==> config.mk <==
export PLATFORM = sky130hd
export DESIGN_NAME = fetch_unit
export DESIGN_NICKNAME = d
export VERILOG_FILES = /design/src/rtl/fetch_unit.sv
export SDC_FILE = /design/constraint.sdc
export NUM_CORES = 1
export LEC_CHECK = 0
export ABC_CLOCK_PERIOD_IN_PS = 1800
export BUFFER_PORTS_ARGS = -buffer_cell sky130_fd_sc_hd__buf_2
export CORE_ASPECT_RATIO = 1.2
export CORE_MARGIN = 4
export CORE_UTILIZATION = 41
export CTS_BUF_LIST = sky130_fd_sc_hd__clkbuf_16
export DETAILED_ROUTE_END_ITERATION = 8
export PLACE_DENSITY = 0.8
export SLEW_MARGIN = 20
export SYNTH_ARGS = -nofsm -noshare
export SYNTH_HDL_FRONTEND = slang
export SYNTH_SLANG_ARGS = --single-unit
==> constraint.sdc <==
create_clock -name clock -period 1.8 [get_ports clock]
set_clock_uncertainty 0.15 [all_clocks]
set_input_delay 0.09 -clock clock [delete_from_list [all_inputs] [get_ports clock]]
set_output_delay 0.09 -clock clock [all_outputs]
set_load 0.02 [all_outputs]
==> src/rtl/fetch_unit.sv <==
// fetch_unit: front end of the 4-bit microcoded core.
// Holds the program counter, the fetch/execute phase flop, the fetched
// instruction byte and the carry/zero flags, and packs them into the
// 7-bit microcode address {instr, C, Z, phase} for the decode ROM.
// The decode ROM's PC and flag strobes come back in here, closing the loop.
module fetch_unit #(
    parameter int PC_W = 12
) (
    input  logic            clock,
    input  logic            reset,
    input  logic            enable,
    input  logic            inc_pc,
    input  logic            load_pc,
    input  logic [PC_W-1:0] load_addr,
    input  logic            load_flags,
    input  logic            c_in,
    input  logic            z_in,
    input  logic [7:0]      prog_byte,
    output logic [PC_W-1:0] pc,
    output logic            phase,
    output logic [3:0]      instr,
    output logic [3:0]      oprnd,
    output logic            c_flag,
    output logic            z_flag,
    output logic [6:0]      decode_addr
);

    // Two-phase instruction cycle: FETCH latches the program byte,
    // EXECUTE presents opcode plus flags to the decode ROM.
    typedef enum logic {
        FETCH   = 1'b0,
        EXECUTE = 1'b1
    } phase_t;

    phase_t          phase_state;
    phase_t          phase_next;

    logic [PC_W-1:0] pc_reg;
    logic [PC_W-1:0] pc_next;

    logic [7:0]      fetch_reg;
    logic [7:0]      fetch_next;

    logic            c_reg;
    logic            c_next;
    logic            z_reg;
    logic            z_next;

    // State register for every piece of front-end state; reset wins over enable.
    always_ff @(posedge clock) begin
        if (reset) begin
            phase_state <= FETCH;
            pc_reg      <= '0;
            fetch_reg   <= 8'h00;
            c_reg       <= 1'b0;
            z_reg       <= 1'b0;
        end else begin
            phase_state <= phase_next;
            pc_reg      <= pc_next;
            fetch_reg   <= fetch_next;
            c_reg       <= c_next;
            z_reg       <= z_next;
        end
    end

    // Phase toggles once per enabled cycle and otherwise holds.
    always_comb begin
        phase_next = phase_state;
        if (enable) begin
            case (phase_state)
                FETCH:   phase_next = EXECUTE;
                EXECUTE: phase_next = FETCH;
                default: phase_next = FETCH;
            endcase
        end
    end

    // Jump load beats increment; increment wraps naturally at 2^PC_W.
    always_comb begin
        pc_next = pc_reg;
        if (enable) begin
            if (load_pc) begin
                pc_next = load_addr;
            end else if (inc_pc) begin
                pc_next = pc_reg + PC_W'(1);
            end
        end
    end

    // Program byte is captured only during an enabled FETCH cycle.
    always_comb begin
        fetch_next = fetch_reg;
        if (enable && (phase_state == FETCH)) begin
            fetch_next = prog_byte;
        end
    end

    // Flags follow the ALU whenever decode strobes them, in either phase.
    always_comb begin
        c_next = c_reg;
        z_next = z_reg;
        if (enable && load_flags) begin
            c_next = c_in;
            z_next = z_in;
        end
    end

    assign pc          = pc_reg;
    assign phase       = phase_state;
    assign instr       = fetch_reg[7:4];
    assign oprnd       = fetch_reg[3:0];
    assign c_flag      = c_reg;
    assign z_flag      = z_reg;
    assign decode_addr = {fetch_reg[7:4], c_reg, z_reg, phase_state};

endmodule
# Word level (Yosys, flattened, before mapping)
# Cells that the tools add are included.
[classes]
addsub = 1
n_mux = 3
n_bitwise = 1
n_reduce_logical = 4
[ops]
columns = ["cell", "count"]
rows = [
  ["2-to-1 mux 12 bit", 2],
  ["adder 12 x 1 -> 12 bit (second input constant)", 1],
  ["logical AND 1 bit", 2],
  ["one-hot mux 1 bit (2 select lines)", 1],
  ["AND reduction 2 bit", 1],
  ["nonzero test 2 bit", 1],
  ["inverter 1 bit", 1],
]
[totals]
reg_bits = 23
elab_cells = 14

# Longest topological paths before layout
# Gate-level depths: netlist of the first run.
[depth]
ltp_word = 3
mapped_depth = 6

# Worst setup path after synthesis of the first run
# OpenSTA, ideal clock, no wires.
[synth_path]
path_type = "register to register"
from = "reg pc_reg[2], in the netlist pc[2]"
to = "reg pc_reg[11], in the netlist pc[11]"
setup_ns = 0.074
arrival_ns = 1.758
slack_ns = -0.182
path_stages_with_launch = 5
n_path_buf = 0
path_cell_list = "dfxtp_1 nand4_2 or4_1 or4_1 a31oi_1"
[synth_between]
elab_chain_cells = 3
[synth_rtl]
columns = ["element", "line_no", "text"]
rows = [
  ["start, declared", "38", "logic [PC_W-1:0] pc_reg;"],
  ["start signal, assigned", "59", "pc_reg <= pc_next;"],
  ["adder 12 x 1 -> 12 bit", "85", "pc_next = pc_reg + PC_W'(1);"],
  ["2-to-1 mux 12 bit", "84", "end else if (inc_pc) begin"],
  ["2-to-1 mux 12 bit", "82", "if (load_pc) begin"],
]
# No other way between the ends. The select of a mux whose other input is x is not followed.
# A chain may end at the register's enable or synchronous reset.

# Final worst setup path of the first run
[layout_path]
from = "reg pc_reg[3], in the netlist pc[3]"
to = "reg pc_reg[11], in the netlist pc[11]"
# The elaborated chain is that of the path after synthesis.

==> impl_metrics.py, run 1 <==
metrics = {
    "final_layout": {
        "final_cell_count_no_fill": 261,
        "stdcell_area_um2": 1810,
        "syn_to_final_growth_pct": 49.7,
        "nets": 257,
        "fin_util_pct": 64.4,
        "diodes": 0,
        "drive_above_1_share_pct": 41.0,
        "largest_reg_flops": 12,
        "fillers": 263,
    },
    "global_routing": {
        "grt_start_max_net_pins": 27,
        "grt_pass1_wl_um": 5750,
        "antenna_found_initial": 0,
        "grt_pass1_vias": 1315,
        "grt_usage_pct": 19.0,
        "gr-total-overflow": 0,
    },
    "clocking": {
        "clock_tree.buffer_depth": 2,
        "cts-root-buf": "clkbuf_16",
        "h-tree-depth": 1,
        "clock_latency_ns": 0.26,
        "tritoncts": "yes",
        "cts_buffers": 3,
        "clock_sinks": 23,
        "path_clk_slew_ns": 0.06,
    },
    "timing": {
        "setup_viol": 0,
        "finalCritPeriodShare_pct": 97.9,
        "max_freq_mhz": 567,
        "fin_setup_tns_ns": 0,
        "tightest_slew_ns": 0.514,
        "hold_slack_ns": 0.0143,
        "slew_headroom_pct": 65.7,
        "slew_violations": 0,
        "fin_ws_ns": 0.0372,
        "finalHoldViolations": 0,
        "post-route-min-period_ns": 1.76,
        "rsz0062_at_grt": "yes",
    },
    "logic_synthesis": {
        "netlist-cell-type-count": 39,
        "yosys.area.top_type_share_pct": 38.1,
        "netlist_instances": 153,
        "avgSynthCellArea_um2": 7.91,
        "ys_seq_area_share_pct": 38.1,
        "synthTopCellsByArea": "dfxtp_1 38%, nand2_1 8.7%, a21oi_1 7.4%",
        "synth_seq_cells": 23,
        "syn_nets": 182,
        "synth-async-reset-ratio_pct": 0,
        "synth_area_um2": 1210,
        "synth_area_leader_cell": "dfxtp_1",
        "synth.most_common_cell": "nand2_1",
        "synth_flop_cell": "dfxtp_1",
        "synthTopCellsByCount": "28 x nand2_1, 23 x dfxtp_1, 18 x a21oi_1, 8 x buf_4",
        "synth_edf_count": 0,
        "yosys_warnings": 0,
    },
    "power": {
        "power_density_nw_per_um2": 742,
        "peakVddDrop_uv": 607,
        "p_leak_nw": 0.833,
        "power_mw": 1.34,
    },
    "critical_path": {
        "arrival_ns": 1.80,
        "endpoint": "pc[11]$_SDFFE_PP0P_",
        "timing.rr.end": "pc[11]$_SDFFE_PP0P_",
        "rrSetupSlack_ns": 0.04,
        "crit_type": "flop to flop",
        "worst_r2r_path_depth": 4,
        "crit_required_ns": 1.84,
        "crit_start": "pc[3]$_SDFFE_PP0P_",
        "cp-end-kind": "flop",
        "crit_fanout": 5,
        "reg2reg_from": "pc[3]$_SDFFE_PP0P_",
        "startpoint_type": "flop",
    },
    "run_status": {
        "status": "finished, final reports clean",
    },
    "worst_hold_path": {
        "whs_path_depth": 4,
        "hold_path.class": "primary input to flop",
    },
    "placed_design": {
        "dp.cells": 240,
        "io_buffers": 57,
        "finalWeightedCongestion": 0.932,
        "dp_hpwl_um": 2470,
        "place_ws_ns": 0.0418,
        "placed_cell_area_um2": 1560,
    },
    "drt": {
        "wl_per_cell_um": 13.6,
        "route.vias.total": 1403,
        "drt_iter0_markers": 59,
        "drc": 0,
        "detail-route-antenna-nets": 0,
        "avgViaCountPerCell": 5.38,
        "firstDrtPassIters": 4,
        "wl_um": 3550,
    },
    "die": {
        "initial_core_util_pct": 43.0,
        "die_w_um": 57.6,
        "std_cell_rows": 21,
        "coreArea_um2": 2810,
        "die_h_um": 67.5,
        "ioPinCount": 58,
        "dieArea_um2": 3890,
    },
    "run": {
        "cap_violations": 0,
    },
}
-- cells by family after synthesis --
| kind of cell | count (synthesis) | share of synthesized area (%) |
|---|---|---|
| muxes | 3 | 2.48 |
| buffers and inverters | 20 | 9.41 |
| AOI/OAI and AO/OA | 43 | 22.4 |
| and+or+nand+nor | 63 | 26.6 |
| DFF | 23 | 38.1 |
| adders and majority gates | 1 | 1.03 |
-- power breakdown --
part	switching (mW)	internal [mW]	total (mW)
Sequential	0.0240	0.537	0.561
Clock	0.193	0.301	0.495
Combinational	0.160	0.129	0.289
Total	0.377	0.967	1.34
-- worst min-delay path by stage --
| stage | startpoint | endpoint | slack (ns) |
|---|---|---|---|
| 2_1_floorplan | reset | pc[1]$_SDFFE_PP0P_ | 0.003 |
| 3_3_place_gp | prog_byte[2] | fetch_reg[2]$_SDFFE_PP0P_ | 0.18 |
| 3_5_place_dp | prog_byte[4] | fetch_reg[4]$_SDFFE_PP0P_ | 0.19 |
| 4_1_cts | load_flags | c_flag$_SDFFE_PP0P_ | 0.006 |
| 5_1_grt | load_flags | c_flag$_SDFFE_PP0P_ | 0.04 |
| 6_report | load_flags | c_flag$_SDFFE_PP0P_ | 0.01 |
-- cell usage in the layout (no fill, tap or decap), types with 2 or more instances in the layout --
cell type and n:
buf_2 57, nand2_1 28, a21oi_1 18, buf_4 16, dfxtp_1 15, dlygate4sd3_1 14
nand3_1 6, dfxtp_4 6, o21ai_0 5, a31oi_1 5, nand2b_1 4, nor2_1 4
nand4_1 3, inv_1 3, mux2i_1 3, clkbuf_16 3, nor2b_1 2, or4_1 2
o41ai_1 2, o21a_1 2, nor3_1 2, o31ai_1 2, a211oi_1 2, and3_2 2
dfxtp_2 2
-- final cells by class --
| type | count | area (um2) | share of cell area (%) |
|---|---|---|---|
| multi-input cells | 110 | 644 | 35.6 |
| inverters | 3 | 11.3 | 0.622 |
| well taps | 34 | 42.5 | 2.35 |
| flip-flops and latches | 23 | 485 | 26.8 |
| clock buffers | 3 | 75.1 | 4.14 |
| clock inverters | 1 | 7.51 | 0.414 |
| repair buffers | 87 | 546 | 30.1 |
-- metal layers --
layer / share of wire [%] / global-route usage [%] / vias to the layer above
li1: - / - / 698
met3: 9.1 / 4.78 / 7
met1: 38 / 20.3 / 638
met2: 51 / 36.4 / 60
met5: 0 / 0 / -
met4: 1.1 / 5.51 / 0
-- timing repair --
item / CTS / global route
resized for setup: 0 / 2
setup endpoints to repair: 0 / 2
hold buffers: 14 / 0
buffers inserted: 0 / 3
endpoints found under the hold margin: 12 / 0
-- worst max-delay path, stage by stage (launching register included) --
cell,delay [ns]
dfxtp_4,0.37
nand4_2,0.12
or4_4,0.49
or4_1,0.41
a31oi_1,0.16
(Power assumes the default switching activity.)
==> run 2, diff against run 1 <==
--- a/config.mk
+++ b/config.mk
@@ -5,14 +5,16 @@
 export SDC_FILE = /design/constraint.sdc
 export NUM_CORES = 1
 export LEC_CHECK = 0
+export ABC_AREA = 1
 export ABC_CLOCK_PERIOD_IN_PS = 1800
 export BUFFER_PORTS_ARGS = -buffer_cell sky130_fd_sc_hd__buf_2
 export CORE_ASPECT_RATIO = 1.2
 export CORE_MARGIN = 4
-export CORE_UTILIZATION = 41
+export CORE_UTILIZATION = 42
 export CTS_BUF_LIST = sky130_fd_sc_hd__clkbuf_16
 export DETAILED_ROUTE_END_ITERATION = 8
 export PLACE_DENSITY = 0.8
+export SETUP_SLACK_MARGIN = 0.1
 export SLEW_MARGIN = 20
 export SYNTH_ARGS = -nofsm -noshare
 export SYNTH_HDL_FRONTEND = slang
==> impl_metrics.py, run 2 <==
metrics = {
    "timing": {
        "slew_violations": 0,
        "fin_setup_tns_ns": 0,
        "post-route-min-period_ns": 1.50,
        "finalCritPeriodShare_pct": 83.3,
        "max_freq_mhz": 667,
        "hold_slack_ns": 0.00819,
        "finalHoldViolations": 0,
        "tightest_slew_ns": 0.491,
        "slew_headroom_pct": 67.3,
        "rsz0062_at_grt": "no",
        "setup_viol": 0,
    },
    "logic_synthesis": {
        "yosys.area.top_type_share_pct": 34.8,
        "synth.most_common_cell": "nand2_1",
        "synth_area_um2": 1320,
        "synthTopCellsByCount": "50 x nand2_1, 23 x dfxtp_1, 20 x nor2_1, 18 x a21oi_1, 11 x inv_1",
        "synth-async-reset-ratio_pct": 0,
        "synthAdderAreaFrac_pct": 0.946,
        "yosys.area_share.simple_pct": 32.9,
        "yosys_warnings": 0,
        "syn_nets": 213,
        "netlist_instances": 184,
        "ys_seq_area_share_pct": 34.8,
        "synth_flop_cell": "dfxtp_1",
        "synth_seq_cells": 23,
        "synthTopCellsByArea": "dfxtp_1 35%, nand2_1 14%, a21oi_1 6.8%",
        "synth_edf_count": 0,
        "yosys-mux-area-fraction_pct": 0,
        "synth_compound_area_share_pct": 19.7,
        "synthXorXnorAreaFrac_pct": 0,
        "synth_area_leader_cell": "dfxtp_1",
        "avgSynthCellArea_um2": 7.19,
        "synth_top_family_by_area": "simple AND/OR/NAND/NOR gates",
        "netlist-cell-type-count": 29,
    },
    "final_layout": {
        "final_common_cell": "buf_2",
        "drive_above_1_share_pct": 35.8,
        "nets": 276,
        "syn_to_final_growth_pct": 33.7,
        "largest_reg_flops": 12,
        "diodes": 0,
        "most-common-layout-cells": "57 x buf_2, 50 x nand2_1, 23 x dfxtp_1, 20 x nor2_1, 18 x a21oi_1",
    },
    "die": {
        "ioPinCount": 58,
        "std_cell_rows": 22,
        "dieArea_um2": 4110,
        "coreArea_um2": 3060,
        "die_w_um": 59.2,
        "die_h_um": 69.5,
        "initial_core_util_pct": 43.3,
    },
    "critical_path": {
        "cp-end-kind": "flop",
        "cpMostUsedCell": "nand2_1",
        "crit_fanout": 5,
        "arrival_ns": 1.54,
        "cpPeakStageDelay_ns": 0.41,
        "crit_required_ns": 1.84,
        "crit_chain": "ha_1 -> nand2_2 -> nor2_1 -> nand2_1 -> o21ai_1 -> nand2_1 -> a21oi_2",
        "crit_type": "flop to flop",
        "startpoint_type": "flop",
        "crit_path_top_delay_cell": "dfxtp_1",
    },
    "power": {
        "peakVddDrop_uv": 434,
        "power_density_nw_per_um2": 742,
        "p_leak_nw": 0.821,
        "power_mw": 1.31,
    },
    "global_routing": {
        "use_met2_pct": 26.9,
        "met1_usage_pct": 18.4,
        "gr-total-overflow": 0,
        "grt_usage_pct": 15.2,
        "grt_pass1_wl_um": 5110,
        "use_met3_pct": 3.35,
        "grt_start_max_net_pins": 24,
        "antenna_found_initial": 0,
        "top_usage_layer": "met2",
        "grt_pass1_vias": 1198,
    },
    "drt": {
        "firstDrtPassIters": 4,
        "drc": 0,
        "drt_iter0_markers": 37,
        "wl_um": 3100,
        "detail-route-antenna-nets": 0,
        "route.vias.total": 1344,
        "wl_per_cell_um": 11.0,
        "avgViaCountPerCell": 4.77,
    },
    "clocking": {
        "clock_latency_ns": 0.25,
        "cts_resized": 0,
        "clock_tree.buffer_depth": 2,
        "cts-root-buf": "clkbuf_16",
        "post_cts_buffers": 0,
        "path_clk_slew_ns": 0.06,
        "tritoncts": "yes",
        "clock_sinks": 23,
        "h-tree-depth": 1,
        "cts_buffers": 3,
    },
    "placed_design": {
        "finalWeightedCongestion": 0.779,
        "io_buffers": 57,
        "dp_hpwl_um": 2200,
    },
    "run_status": {
        "status": "finished, final reports clean",
    },
    "run": {
        "cap_violations": 0,
    },
    "worst_hold_path": {
        "hold_path.class": "primary input to flop",
    },
}
## run 2: logic make-up after synthesis
logic type | count (synthesis)
compound gates | 37
fa+ha+maj | 1
buf+inv | 27
flops | 23
simple gates | 96
## run 2: repair_timing
action	in CTS	in global routing
endpoints found under the hold margin	11	0
hold buffers	13	0
setup endpoints to repair	0	0
## run 2: through the flow
stage	utilization, %	setup slack, ns	cells	instance area (um2)
after floorplan	-	0.256	184	1320
after global placement	51.0	0.363	265	1560
after detailed placement	51.0	0.330	265	1560
after CTS	57.9	0.280	282	1770
after global routing	57.9	0.164	282	1770
final	57.9	0.300	282	1770
## run 2: area by class of cell
type | instances | area, um2
Multi-Input combinational cell | 134 | 708
Inverter | 14 | 52.6
Clock inverter | 1 | 3.75
Timing Repair Buffer | 71 | 423
Sequential cell | 23 | 460
Clock buffer | 3 | 75.1
Fill cell | 301 | 1290
Tap cell | 36 | 45.0
## run 2: layer usage
| layer | wire, um | share of wire (%) |
|---|---|---|
| met1 | 1320 | 42 |
| met5 | 0 | 0 |
| met3 | 210 | 6.8 |
| met4 | 17 | 0.55 |
| met2 | 1560 | 50 |
## run 2: final timing paths
check / start / slack, ns / endpoint / cells past startpoint
max: pc[1]$_SDFFE_PP0P_ / 0.30 / pc[6]$_SDFFE_PP0P_ / 7
min: load_addr[0] / 0.008 / pc[0]$_SDFFE_PP0P_ / 3
max reg2reg: pc[1]$_SDFFE_PP0P_ / 0.30 / pc[6]$_SDFFE_PP0P_ / 7
min reg2reg: fetch_reg[0]$_SDFFE_PP0P_ / 0.31 / fetch_reg[0]$_SDFFE_PP0P_ / 2
## run 2: worst max-delay path: cells and delay by family (launching register included)
kind                       cells  cell delay (ns)
AOI/OAI and AO/OA              2             0.25
adders and majority gates      1             0.21
DFF                            1             0.41
and+or+nand+nor                4             0.42
## run 2: power breakdown
group	leakage, nW	switching, mW	internal (mW)
clock	0.0423	0.177	0.296
combinational	0.590	0.160	0.110
sequential	0.189	0.0288	0.540
total	0.821	0.366	0.946
